==> config.mk <==
export PLATFORM = sky130hd
export DESIGN_NAME = instruction_loader
export DESIGN_NICKNAME = d
export VERILOG_FILES = /design/src/rtl/instruction_loader.sv
export SDC_FILE = /design/constraint.sdc
export NUM_CORES = 1
export LEC_CHECK = 0
export BUFFER_PORTS_ARGS = -buffer_cell sky130_fd_sc_hd__buf_4
export CORE_MARGIN = 2
export CORE_UTILIZATION = 55
export DETAILED_ROUTE_END_ITERATION = 12
export GPL_ROUTABILITY_DRIVEN = 1
export HOLD_SLACK_MARGIN = 0.15
export PLACE_DENSITY = 0.75
export SLEW_MARGIN = 30
export SYNTH_ARGS = -nofsm -noshare
export SYNTH_HDL_FRONTEND = slang
export SYNTH_SLANG_ARGS = --single-unit
==> constraint.sdc <==
create_clock -name clk -period 4.4 [get_ports clk]
set_input_delay 0.44 -clock clk [delete_from_list [all_inputs] [get_ports clk]]
set_output_delay 0.44 -clock clk [all_outputs]
set_load 0.03 [all_outputs]
==> src/rtl/instruction_loader.sv <==
// Instruction-bank loader: turns a framed byte stream into big-endian words on the bank write port.
// Optional INSTRUCTION_LOADER_CSUM_EN: the frame's last byte is an XOR checksum of the payload.
module instruction_loader #(
  parameter int unsigned INST_WIDTH = 64,
  parameter int unsigned DEPTH      = 1024,
  parameter int unsigned ADDR_WIDTH = $clog2(DEPTH),
  parameter logic [7:0]  LOAD_CMD   = 8'hA5
) (
  input  logic                  clk,
  input  logic                  rst,
  input  logic                  in_valid,
  input  logic [7:0]            in_data,
  input  logic                  in_last,
  output logic                  wr_en,
  output logic [ADDR_WIDTH-1:0] wr_addr,
  output logic [INST_WIDTH-1:0] wr_data,
  output logic                  fetch_hold,
  output logic                  load_done,
  output logic                  load_error,
  output logic [ADDR_WIDTH:0]   words_loaded
);

  localparam int unsigned BYTES = INST_WIDTH / 8;
  localparam int unsigned IDX_W = (BYTES > 1) ? $clog2(BYTES) : 1;
  localparam int unsigned CNT_W = ADDR_WIDTH + 1;
  localparam logic [IDX_W-1:0] LAST_IDX = IDX_W'(BYTES - 1);

  typedef enum logic [2:0] {S_IDLE, S_ADDR_HI, S_ADDR_LO, S_LOAD, S_DRAIN} state_t;

  state_t                r_state, w_state_nxt;
  logic [IDX_W-1:0]      r_idx, w_idx_nxt;
  logic [INST_WIDTH-1:0] r_word, w_word_nxt;
  logic [7:0]            r_addr_hi, w_addr_hi_nxt;
  logic [CNT_W-1:0]      r_addr, w_addr_nxt;
  logic                  r_wr_en, w_wr_en_nxt;
  logic [ADDR_WIDTH-1:0] r_wr_addr, w_wr_addr_nxt;
  logic [INST_WIDTH-1:0] r_wr_data, w_wr_data_nxt;
  logic                  r_fetch_hold, w_fetch_hold_nxt;
  logic                  r_load_done, w_load_done_nxt;
  logic                  r_load_error, w_load_error_nxt;
  logic [CNT_W-1:0]      r_words, w_words_nxt;
`ifdef INSTRUCTION_LOADER_CSUM_EN
  logic [7:0]            r_csum, w_csum_nxt;
`endif

  logic [INST_WIDTH-1:0] w_word_shift;
  logic [15:0]           w_addr16;
  logic                  w_addr_ovf;

  assign w_word_shift = (r_word << 8) | INST_WIDTH'(in_data);
  assign w_addr16     = {r_addr_hi, in_data};
  // Counter is one bit wider than the bank address so running off the end is visible.
  assign w_addr_ovf   = (r_addr >= CNT_W'(DEPTH));

  always_comb begin
    w_state_nxt      = r_state;
    w_idx_nxt        = r_idx;
    w_word_nxt       = r_word;
    w_addr_hi_nxt    = r_addr_hi;
    w_addr_nxt       = r_addr;
    w_wr_en_nxt      = 1'b0;
    w_wr_addr_nxt    = r_wr_addr;
    w_wr_data_nxt    = r_wr_data;
    w_load_done_nxt  = 1'b0;
    w_load_error_nxt = r_load_error;
    w_words_nxt      = r_words;
    // Hold stays up through the cycle that carries the final write or the error.
    w_fetch_hold_nxt = (r_state == S_ADDR_HI) || (r_state == S_ADDR_LO) || (r_state == S_LOAD);
`ifdef INSTRUCTION_LOADER_CSUM_EN
    w_csum_nxt       = r_csum;
`endif

    if (in_valid) begin
      case (r_state)
        S_IDLE: begin
          if (!in_last) begin
            if (in_data == LOAD_CMD) begin
              w_state_nxt      = S_ADDR_HI;
              w_load_error_nxt = 1'b0;
              w_words_nxt      = '0;
              w_fetch_hold_nxt = 1'b1;
              w_idx_nxt        = '0;
`ifdef INSTRUCTION_LOADER_CSUM_EN
              w_csum_nxt       = '0;
`endif
            end else begin
              w_state_nxt = S_DRAIN;
            end
          end
        end
        S_ADDR_HI: begin
          if (in_last) begin
            w_load_error_nxt = 1'b1;
            w_state_nxt      = S_IDLE;
          end else begin
            w_addr_hi_nxt = in_data;
            w_state_nxt   = S_ADDR_LO;
          end
        end
        S_ADDR_LO: begin
          if (in_last) begin
            w_load_error_nxt = 1'b1;
            w_state_nxt      = S_IDLE;
          end else begin
            w_addr_nxt  = CNT_W'(ADDR_WIDTH'(w_addr16));
            w_idx_nxt   = '0;
            w_state_nxt = S_LOAD;
          end
        end
        S_LOAD: begin
`ifdef INSTRUCTION_LOADER_CSUM_EN
          if (in_last) begin
            // Checksum byte: must land on a word boundary after at least one word.
            w_state_nxt = S_IDLE;
            w_idx_nxt   = '0;
            if ((r_idx != '0) || (r_words == '0) || (in_data != r_csum)) begin
              w_load_error_nxt = 1'b1;
            end else begin
              w_load_done_nxt = 1'b1;
            end
          end else begin
            w_csum_nxt = r_csum ^ in_data;
`endif
            w_word_nxt = w_word_shift;
            if (r_idx == LAST_IDX) begin
              w_idx_nxt = '0;
              if (w_addr_ovf) begin
                w_load_error_nxt = 1'b1;
                w_state_nxt      = S_DRAIN;
              end else begin
                w_wr_en_nxt   = 1'b1;
                w_wr_addr_nxt = ADDR_WIDTH'(r_addr);
                w_wr_data_nxt = w_word_shift;
                w_addr_nxt    = r_addr + CNT_W'(1);
                w_words_nxt   = r_words + CNT_W'(1);
              end
            end else begin
              w_idx_nxt = r_idx + IDX_W'(1);
            end
`ifdef INSTRUCTION_LOADER_CSUM_EN
          end
`else
          if (in_last) begin
            w_state_nxt = S_IDLE;
            w_idx_nxt   = '0;
            if (r_idx != LAST_IDX) begin
              w_load_error_nxt = 1'b1;
            end else if (!w_addr_ovf) begin
              w_load_done_nxt = 1'b1;
            end
          end
`endif
        end
        S_DRAIN: begin
          if (in_last) w_state_nxt = S_IDLE;
        end
        default: w_state_nxt = S_IDLE;
      endcase
    end
  end

  always_ff @(posedge clk or negedge rst) begin
    if (!rst) begin
      r_state      <= S_IDLE;
      r_idx        <= '0;
      r_word       <= '0;
      r_addr_hi    <= '0;
      r_addr       <= '0;
      r_wr_en      <= 1'b0;
      r_wr_addr    <= '0;
      r_wr_data    <= '0;
      r_fetch_hold <= 1'b0;
      r_load_done  <= 1'b0;
      r_load_error <= 1'b0;
      r_words      <= '0;
`ifdef INSTRUCTION_LOADER_CSUM_EN
      r_csum       <= '0;
`endif
    end else begin
      r_state      <= w_state_nxt;
      r_idx        <= w_idx_nxt;
      r_word       <= w_word_nxt;
      r_addr_hi    <= w_addr_hi_nxt;
      r_addr       <= w_addr_nxt;
      r_wr_en      <= w_wr_en_nxt;
      r_wr_addr    <= w_wr_addr_nxt;
      r_wr_data    <= w_wr_data_nxt;
      r_fetch_hold <= w_fetch_hold_nxt;
      r_load_done  <= w_load_done_nxt;
      r_load_error <= w_load_error_nxt;
      r_words      <= w_words_nxt;
`ifdef INSTRUCTION_LOADER_CSUM_EN
      r_csum       <= w_csum_nxt;
`endif
    end
  end

  assign wr_en        = r_wr_en;
  assign wr_addr      = r_wr_addr;
  assign wr_data      = r_wr_data;
  assign fetch_hold   = r_fetch_hold;
  assign load_done    = r_load_done;
  assign load_error   = r_load_error;
  assign words_loaded = r_words;

endmodule

Word-level counts from Yosys, hierarchy flattened:

Index checks and enable logic that the tools add are counted.

* add/sub/neg operators: 3
* $lt $le $gt $ge: 1
* equality and inequality tests: 16
* multiplexer cells: 44
* bitwise operators: 3
* reductions and logical operators: 16

Operators with widths (count)
* 2-to-1 mux 11 bit: 7
* OR 64 x 8 -> 64 bit: 1
* case mux 11 bit (2 select lines): 2
* 2-to-1 mux 3 bit: 11
* adder 11 x 1 -> 11 bit, second input constant: 2
* AND reduction 5 bit: 4
* 2-to-1 mux 1 bit: 19
* case mux 3 bit (5 select lines): 1
* greater-or-equal comparator 11 bit, second input constant: 1
* != test 2 bit, second input constant: 5
* case mux 3 bit (3 select lines): 1
* == test 8 bit, second input constant: 1
* == test 3 x 2 -> 1 bit, second input constant: 2
* == test 3 bit, second input constant: 2
* != test 3 bit, second input constant: 2
* AND reduction 6 bit: 1
* nonzero test 3 bit: 2
* 2-to-1 mux 2 bit: 2
* != test 2 x 1 -> 1 bit, second input constant: 2
* AND reduction 4 bit: 1
* nonzero test 2 bit: 2
* adder 3 x 1 -> 3 bit, second input constant: 1
* == test 3 x 1 -> 1 bit, second input constant: 1
* zero test 3 bit: 1
* other kinds (7): 9

* register bits: 164
* input port bits: 12
* output and inout bits: 89
* word-level logic and storage cells: 95

Logic depth before layout (Yosys ltp):

Gate-level depths: netlist of the first run.

* depth after elaboration: 7
* depth in mapped cells: 9
* depth with buffers taken out: 7

Worst setup path before layout of the first run:

Ideal clock, no wire load.

* path type: flip-flop to flip-flop
* start point: register r_idx[0]
* end point: register r_words[7] (netlist: words_loaded[7])
* arrival time: 1573 ps
* setup slack: 2745 ps
* stages on the path, launching flop included: 9
* path buffers: 1
* period minus slack after synthesis: 1655 ps
* cells stage by stage: dfrtp_1 -> ha_1 -> ha_1 -> nor2b_1 -> nand2_4 -> inv_2 -> a31o_1 -> buf_6 -> a31oi_1

* cells in the longest elaborated chain, start to end: 3

Ends and longest elaborated chain
* start, declared: RTL line 31 `logic [IDX_W-1:0] r_idx, w_idx_nxt;`
* start signal, assigned: RTL line 181 `r_idx <= w_idx_nxt;`
* == test 3 bit: RTL line 125 `if (r_idx == LAST_IDX) begin`
* != test 2 x 1 -> 1 bit (no source line)
* AND reduction 6 bit (no source line)
* end signal, assigned: RTL line 191 `r_words <= w_words_nxt;`
* end, declared: RTL line 41 `logic [CNT_W-1:0] r_words, w_words_nxt;`

No other way between the ends.
A chain may end at the register's enable or synchronous reset.

Final worst setup path of the first run:

* start point: register r_idx[0]
* end point: register r_wr_data[35] (netlist: wr_data[35])

* cells in the longest elaborated chain, start to end: 2

Ends and longest elaborated chain
* == test 3 bit: RTL line 125
* AND reduction 4 bit (no source line)
* end signal, assigned: RTL line 187 `r_wr_data <= w_wr_data_nxt;`
* end, declared: RTL line 37 `logic [INST_WIDTH-1:0] r_wr_data, w_wr_data_nxt;`

No other way between the ends.

==> impl_results.md, run 1 <==
* # Max-Cap Violations at 0
* Placer Congestion at 0.892
* Internal at 2.54 mW
* Routed Antenna Nets at 0
* Number of global-route vias before repair at 5302
* Worst hold path type: in2async
* First-pass GRT wire length at 25.7 mm
* Detailed Place HPWL at between 9 and 10 mm
* Primary FF master, synth: dfrtp_1
* Clock skew at 0.00775 ns
* Boundary Pins at 101
* Post-synth cell types at 56
* Post-Synthesis Cells at 763
* EDFF count, synth at 0
* Pin count of the biggest net entering global routing at roughly 110
* Critical Path Sink Type: flip-flop
* Main combinational cell family by area after synthesis: simple AND/OR/NAND/NOR gates
* Leakage power at 4.55 nW
* Antenna diodes at 0
* Max rail drop VDD at 0.227 mV
* Switching share of power at 0.223
* Die X at roughly 120 µm
* Area Growth Syn to Fin at 20.7%
* Switching power at 729 µW
* DRC at 0
* Clk buf depth at 2
* Syn_nets at 779
* H-tree levels at 4
* Comb pwr share at 0.049
* Post-synth top area share at 0.599
* Max_slew headroom at 0.435
* Port bufs at 100
* Clk slew on worst S/H paths at 0.06 ns
* Fillers at 999
* Final Cycle Share at 0.696
* Vias per cell at around 5.3
* Post-CTS Hold Buffers at 0
* Outcome: complete, no violations
* XOR/XNOR Fraction of Synth Area at 0.00128
* Area contributors post-synth: dfrtp_1, nand2_1, a21oi_1, buf_2, o21ai_0
* Vias at roughly 5500
* Multi-input logic area at 2480 µm²
* Number of buffers created by CTS at 17
* Unrepaired setup endpoints after global routing: no
* Setup Buffers After CTS at 0
* Area post-placement at between 7000 and 8000 µm²
* Setup ws final at roughly 1.3 ns
* Nets@finish at between 800 and 900
* Full die area at 13400 µm²
* Hold Vio Cnt, Final at 0
* Critical Path Fanout Max at 80
* Clk pwr share at 0.465
* Final instance area at 8270 µm²
* Worst EP arrival at about 3.4 ns
* Seq/Total Area, Yosys at 0.599
* Post-synth ARST share at 1.00
* Initial antenna violation count at 0
* Initial Utilization at 0.566
* Cell Area, Synth at approximately 7000 µm²
* Register Area at approximately 4100 µm²
* Core area at 12100 µm²
* Shortest period the worst path allows at 3.06 ns
* Synth Register Bits at 164
* Synth Area in Adders at 0.00730
* Share of cells above drive strength 1 at 0.179
* Post-synthesis compound-gate area fraction at 0.0677
* Clock Tree Root: clkbuf_16
* Power Dens Cells at 396 nW/µm²
* Mux cell area share after synthesis at 0.0155
* DR WL/cell at 14.9 µm
* Post-Place Worst Slack at between 1 and 1.5 ns
* Cell taking the most area after synthesis: dfrtp_1
* Clk Latency, worst-skew pair at 0.42 ns
* Crit start category: flip-flop
* DR pass1 iterations at 5
* DRT Wirelength at 15.3 mm
* Rows at 40
* Initial drt markers at 378
* GRT overflow at 0
* CTS tree: built
* Number of max-slew violations in the final report at 0
* TNS Setup at 0 ns
* FF-to-FF setup slack at 1.34 ns
* Clock Sinks at 164
* Post-synthesis simple-gate area fraction at 0.270
* Chip Height at 116 µm
* Ys Warns at 0
* Fmax at 327 MHz
* Tot GR Track Use at 0.246
* Synth Area per Inst at roughly 9.0 µm²
* Endpoints failing setup at 0
* Post-CTS sizing at 0
* WP data required at 4.75 ns
* Worst-Margin Slew at 0.848 ns
* Sequential share of power at 0.486
* WS Path Type: reg2reg
## routing by layer
metal	vias to the layer above	global-route usage	wire length [µm]
met5	-	0	0
met4	0	0.101	402
met3	30	0.0513	817
met2	196	0.388	7450
met1	2636	0.337	6610
li1	2601	-	-
## final timing paths
kind / cells after the start / end / start
worst min-delay path: 1 / wr_data[58] / rst
worst max-delay path: 8 / wr_data[35] / r_idx[0]
min in group clk: 3 / wr_data[3] / in_data[3]
worst min register to register: 2 / wr_data[58] / r_word[50]
worst max register to register: 8 / wr_data[35] / r_idx[0]
max in group asynchronous: 2 / wr_data[33] / rst
## worst max-delay path, cell delays in order, from the launching register on
cell,delay (ns)
dfrtp_1,0.36
ha_1,0.15
ha_1,0.26
nor2b_1,0.28
nand2_4,0.48
inv_2,0.67
buf_4,0.52
nand2_1,0.12
nand2_1,0.08
## state kept, by name, summed over array words and instances (netlist names)
name and flops:
r_idx 3, r_state 3, words_loaded 11, wr_addr 10
wr_data 64, wr_en 1, load_done 1, r_word 56
r_addr 11, r_addr_hi 2, fetch_hold 1, load_error 1
## metrics by stage
stage,total power [mW],std cells,hold WS (ns),utilization
final,3.27,1028,0.0949,0.683
after global routing,3.38,1028,0.187,0.683
after CTS,3.29,1028,0.179,0.683
after detailed placement,1.78,997,0.462,0.632
after global placement,1.77,997,0.453,0.632
after floorplan,1.71,763,0.144,-
## Yosys cell counts (all sizes together), types with 2 or more instances
master / count
nand4: 4
nor4: 3
nand2b: 3
mux2: 5
nor3: 11
a21boi: 2
o21ai: 21
nand2: 404
nor2: 13
o31ai: 2
nand3b: 2
buf: 26
ha: 4
inv: 15
clkbuf: 14
a31o: 2
a31oi: 8
or3: 4
dfrtp: 164
nand3: 9
and4bb: 2
mux2i: 5
a21oi: 18
## cells in the final DEF (no fill, tap or decap), types with 2 or more instances in the layout
cell / Yosys / routed
mux2_2: 4 / 4
o31ai_1: 2 / 2
nand4_1: 4 / 4
buf_4: 5 / 105
clkinvlp_4: 0 / 2
o21ai_1: 4 / 4
nand2_1: 403 / 403
a21oi_1: 18 / 18
nor4_1: 3 / 3
clkinv_4: 0 / 3
a31oi_2: 3 / 3
mux2i_1: 5 / 5
a31oi_1: 5 / 5
nor3_1: 11 / 11
nand3_1: 9 / 9
bufinv_16: 0 / 3
clkinv_2: 0 / 2
clkbuf_8: 0 / 4
nor2_1: 13 / 13
dfrtp_1: 164 / 164
nand3b_1: 2 / 2
nand2b_1: 3 / 3
clkbuf_16: 0 / 17
inv_1: 14 / 14
o21ai_0: 17 / 17
ha_1: 4 / 4
or3_1: 4 / 4
## power groups by stage
stage / Sequential [mW] / Clock [mW] / Combinational [mW]
detailed placement: 1.62 / 0 / 0.163
CTS: 1.59 / 1.54 / 0.165
floorplan: 1.60 / 0 / 0.102
finish: 1.59 / 1.52 / 0.161
global placement: 1.61 / 0 / 0.156
global route: 1.59 / 1.60 / 0.183
## area by class of cell
type	instances	area share
clock buffers	20	0.0564
inverters	15	0.00681
multi-input cells	544	0.300
clock inverters	11	0.0181
repair buffers	106	0.0969
flip-flops and latches	164	0.496
well taps	168	0.0254
## cell families after synthesis
kind of cell,Yosys count
AOI/OAI and AO/OA,67
xor gates and xnor gates,1
adders and majority gates,4
buffers and inverters,55
DFF,164
muxes,10
and+or+nand+nor,462
(Power assumes the default switching activity.)
==> run 2, diff against run 1 <==
Settings changed: ABC_AREA set to 1.
Clock period 4.4 ns to 3 ns, I/O delays scaled along.
==> impl_results.md, run 2 <==
* Fmax at 465 MHz
* Crit path largest cell delay at 0.70 ns
* Pin count of the biggest net entering global routing at 113
* First-pass GRT wire length at 24.8 mm
* Syn_nets at roughly 800
* Count leader, synth: nand2_1
* Cell family with most CP delay: buffers and inverters
* Area contributors post-synth: dfrtp_1, nand2_1, o21ai_0, inv_1, o21ai_1
* Number of buffers created by CTS at 17
* Worst-Margin Slew at 0.882 ns
* H-tree levels at 4
* Initial drt markers at ~400
* DR WL/cell at about 14 µm
* Non-Filler Instances at about 1100
* Vias per cell at 5.16
* Worst Path Buf+Inv at 2
* WS Path Type: reg2reg
* Leakage power at 4.25 nW
* Crit start category: flip-flop
* Boundary Pins at slightly above 100
* Post-synth ARST share at 1.00
* Routed Antenna Nets at 0
* Max rail drop VDD at 0.285 mV
* DRT Wirelength at 15.0 mm
* Slowest cell on crit path: buf_4
* Tot GR Track Use at 0.239
* Setup Buffers After CTS at 0
* Shortest period the worst path allows at 2.15 ns
* Full die area at 13400 µm²
* Commonest cells post-synth: nand2_1, dfrtp_1, o21ai_0
* Port bufs at 100
* Inst Count DP at 1034
* Post-synth top area share at 0.596
* Clock skew at 0.00543 ns
* Detailed Place HPWL at 10.2 mm
* Vias at 5537
* Die X at 116 µm
* CTS tree: built
* Worst hold path type: in2reg
* Most common cell after layout, fill and taps aside: nand2_1
* Clk slew on worst S/H paths at about 0.06 ns
* Primary FF master, synth: dfrtp_1
* Cell taking the most area after synthesis: dfrtp_1
* Clock Sinks at 164
* Post-CTS sizing at 0
* Synth Register Bits at 164
* DRC at 0
* TNS Setup at 0 ns
* Clk Latency, worst-skew pair at 0.42 ns
* Power Dens Cells at 581 nW/µm²
* Most frequent cells in the layout: nand2_1, dfrtp_1, buf_4
* GRT overflow at 0
* Post-synth cell types at 27
* # Max-Cap Violations at 0
* Worst EP arrival at approximately 2.5 ns
* Number of global-route vias before repair at 5033
* Area Growth Syn to Fin at 22.6%
* Critical Path Fanout Max at 112
* Post-CTS Hold Buffers at 7
* Hold_ws at 0.159 ns
* Largest register FFs at 64
* DR pass1 iterations at 6
* Share of cells above drive strength 1 at 0.167
* Ys Warns at 0
* Hold Vio Cnt, Final at 0
* EDFF count, synth at 0
* Clock Tree Root: clkbuf_16
* WP data required at 3.34 ns
* Post-Synthesis Cells at 794
* Outcome: complete, no violations
* Clk buf depth at 2
* Unrepaired setup endpoints after global routing: no
* Number of max-slew violations in the final report at 0
* Chip Height at 116 µm
* Critical Path Sink Type: flip-flop
* Rows at 40
* Seq/Total Area, Yosys at 0.596
* Endpoints failing setup at 0
* Max_slew headroom at 0.412
* Cell Area, Synth at 6880 µm²
* Initial antenna violation count at 0
* Nets@finish at 908
* Initial Utilization at 0.568
* Sequence of cells on the critical path: inv_2, nand3_2, nor2_4, buf_4, nand2_1, o21ai_0
* Placer Congestion at 0.927
* Antenna diodes at 0
* Synth Area per Inst at 8.67 µm²
* Final Cycle Share at 0.717
* Core area at 12100 µm²
[run 2: layout make-up]
type,instances,area [µm²]
Sequential cell,164,4100
Fill cell,1007,3670
Multi-Input combinational cell,499,2250
Timing Repair Buffer,114,902
Clock buffer,18,439
Inverter,96,360
Tap cell,168,210
Clock inverter,14,174
[run 2: worst register-to-register path: cells and delay by family (launching register included)]
kind | cells | cell delay [ns]
DFF | 1 | 0.46
buffers and inverters | 2 | 0.83
AOI/OAI and AO/OA | 1 | 0.13
and+or+nand+nor | 3 | 0.65
[run 2: worst paths after layout]
path / start / depth (start not counted) / slack, ns / endpoint
setup / recovery: r_state[2] / 6 / 0.85 / r_word[44]
hold / removal: in_data[1] / 3 / 0.16 / r_word[1]
setup reg to reg: r_state[2] / 6 / 0.85 / r_word[44]
hold reg to reg: r_word[31] / 2 / 0.48 / r_word[39]
max in group asynchronous: rst / 3 / 1.76 / r_addr_hi[0]
min in group asynchronous: rst / 2 / 0.39 / wr_data[42]
[run 2: metal layers]
layer,vias to the layer above,wire (µm),part of all wire,global-route usage
met5,-,0,0,0
met4,0,320,0.021,0.0952
met3,27,673,0.045,0.0403
met2,146,6900,0.46,0.360
met1,2647,7060,0.47,0.349
li1,2717,-,-,-
[run 2: logic make-up (layout without fill, tap and decap cells)]
logic type / Yosys count / count (layout) / share of synthesized area
buffers and inverters: 131 / 242 / 0.0787
DFF: 164 / 164 / 0.596
AOI/OAI and AO/OA: 163 / 163 / 0.120
xor gates and xnor gates: 2 / 2 / 0.00255
adders and majority gates: 4 / 4 / 0.00727
and+or+nand+nor: 330 / 330 / 0.195
[run 2: power breakdown]
group          internal, mW  leakage (nW)  switching (mW)
clock                  1.34         0.301           0.897
combinational        0.0974          1.82           0.236
sequential             2.28          2.13          0.0593
total                  3.71          4.25            1.19
[run 2: per-stage QoR]
| step | instance area (µm²) | util | power [mW] | setup WS (ns) |
|---|---|---|---|---|
| after floorplan | 6880 | - | 2.56 | 1.44 |
| after global placement | 7750 | 0.640 | 2.69 | 0.956 |
| after detailed placement | 7750 | 0.640 | 2.70 | 0.889 |
| after CTS | 8440 | 0.697 | 4.93 | 0.863 |
| after global routing | 8440 | 0.697 | 5.09 | 0.633 |
| final | 8440 | 0.697 | 4.91 | 0.849 |
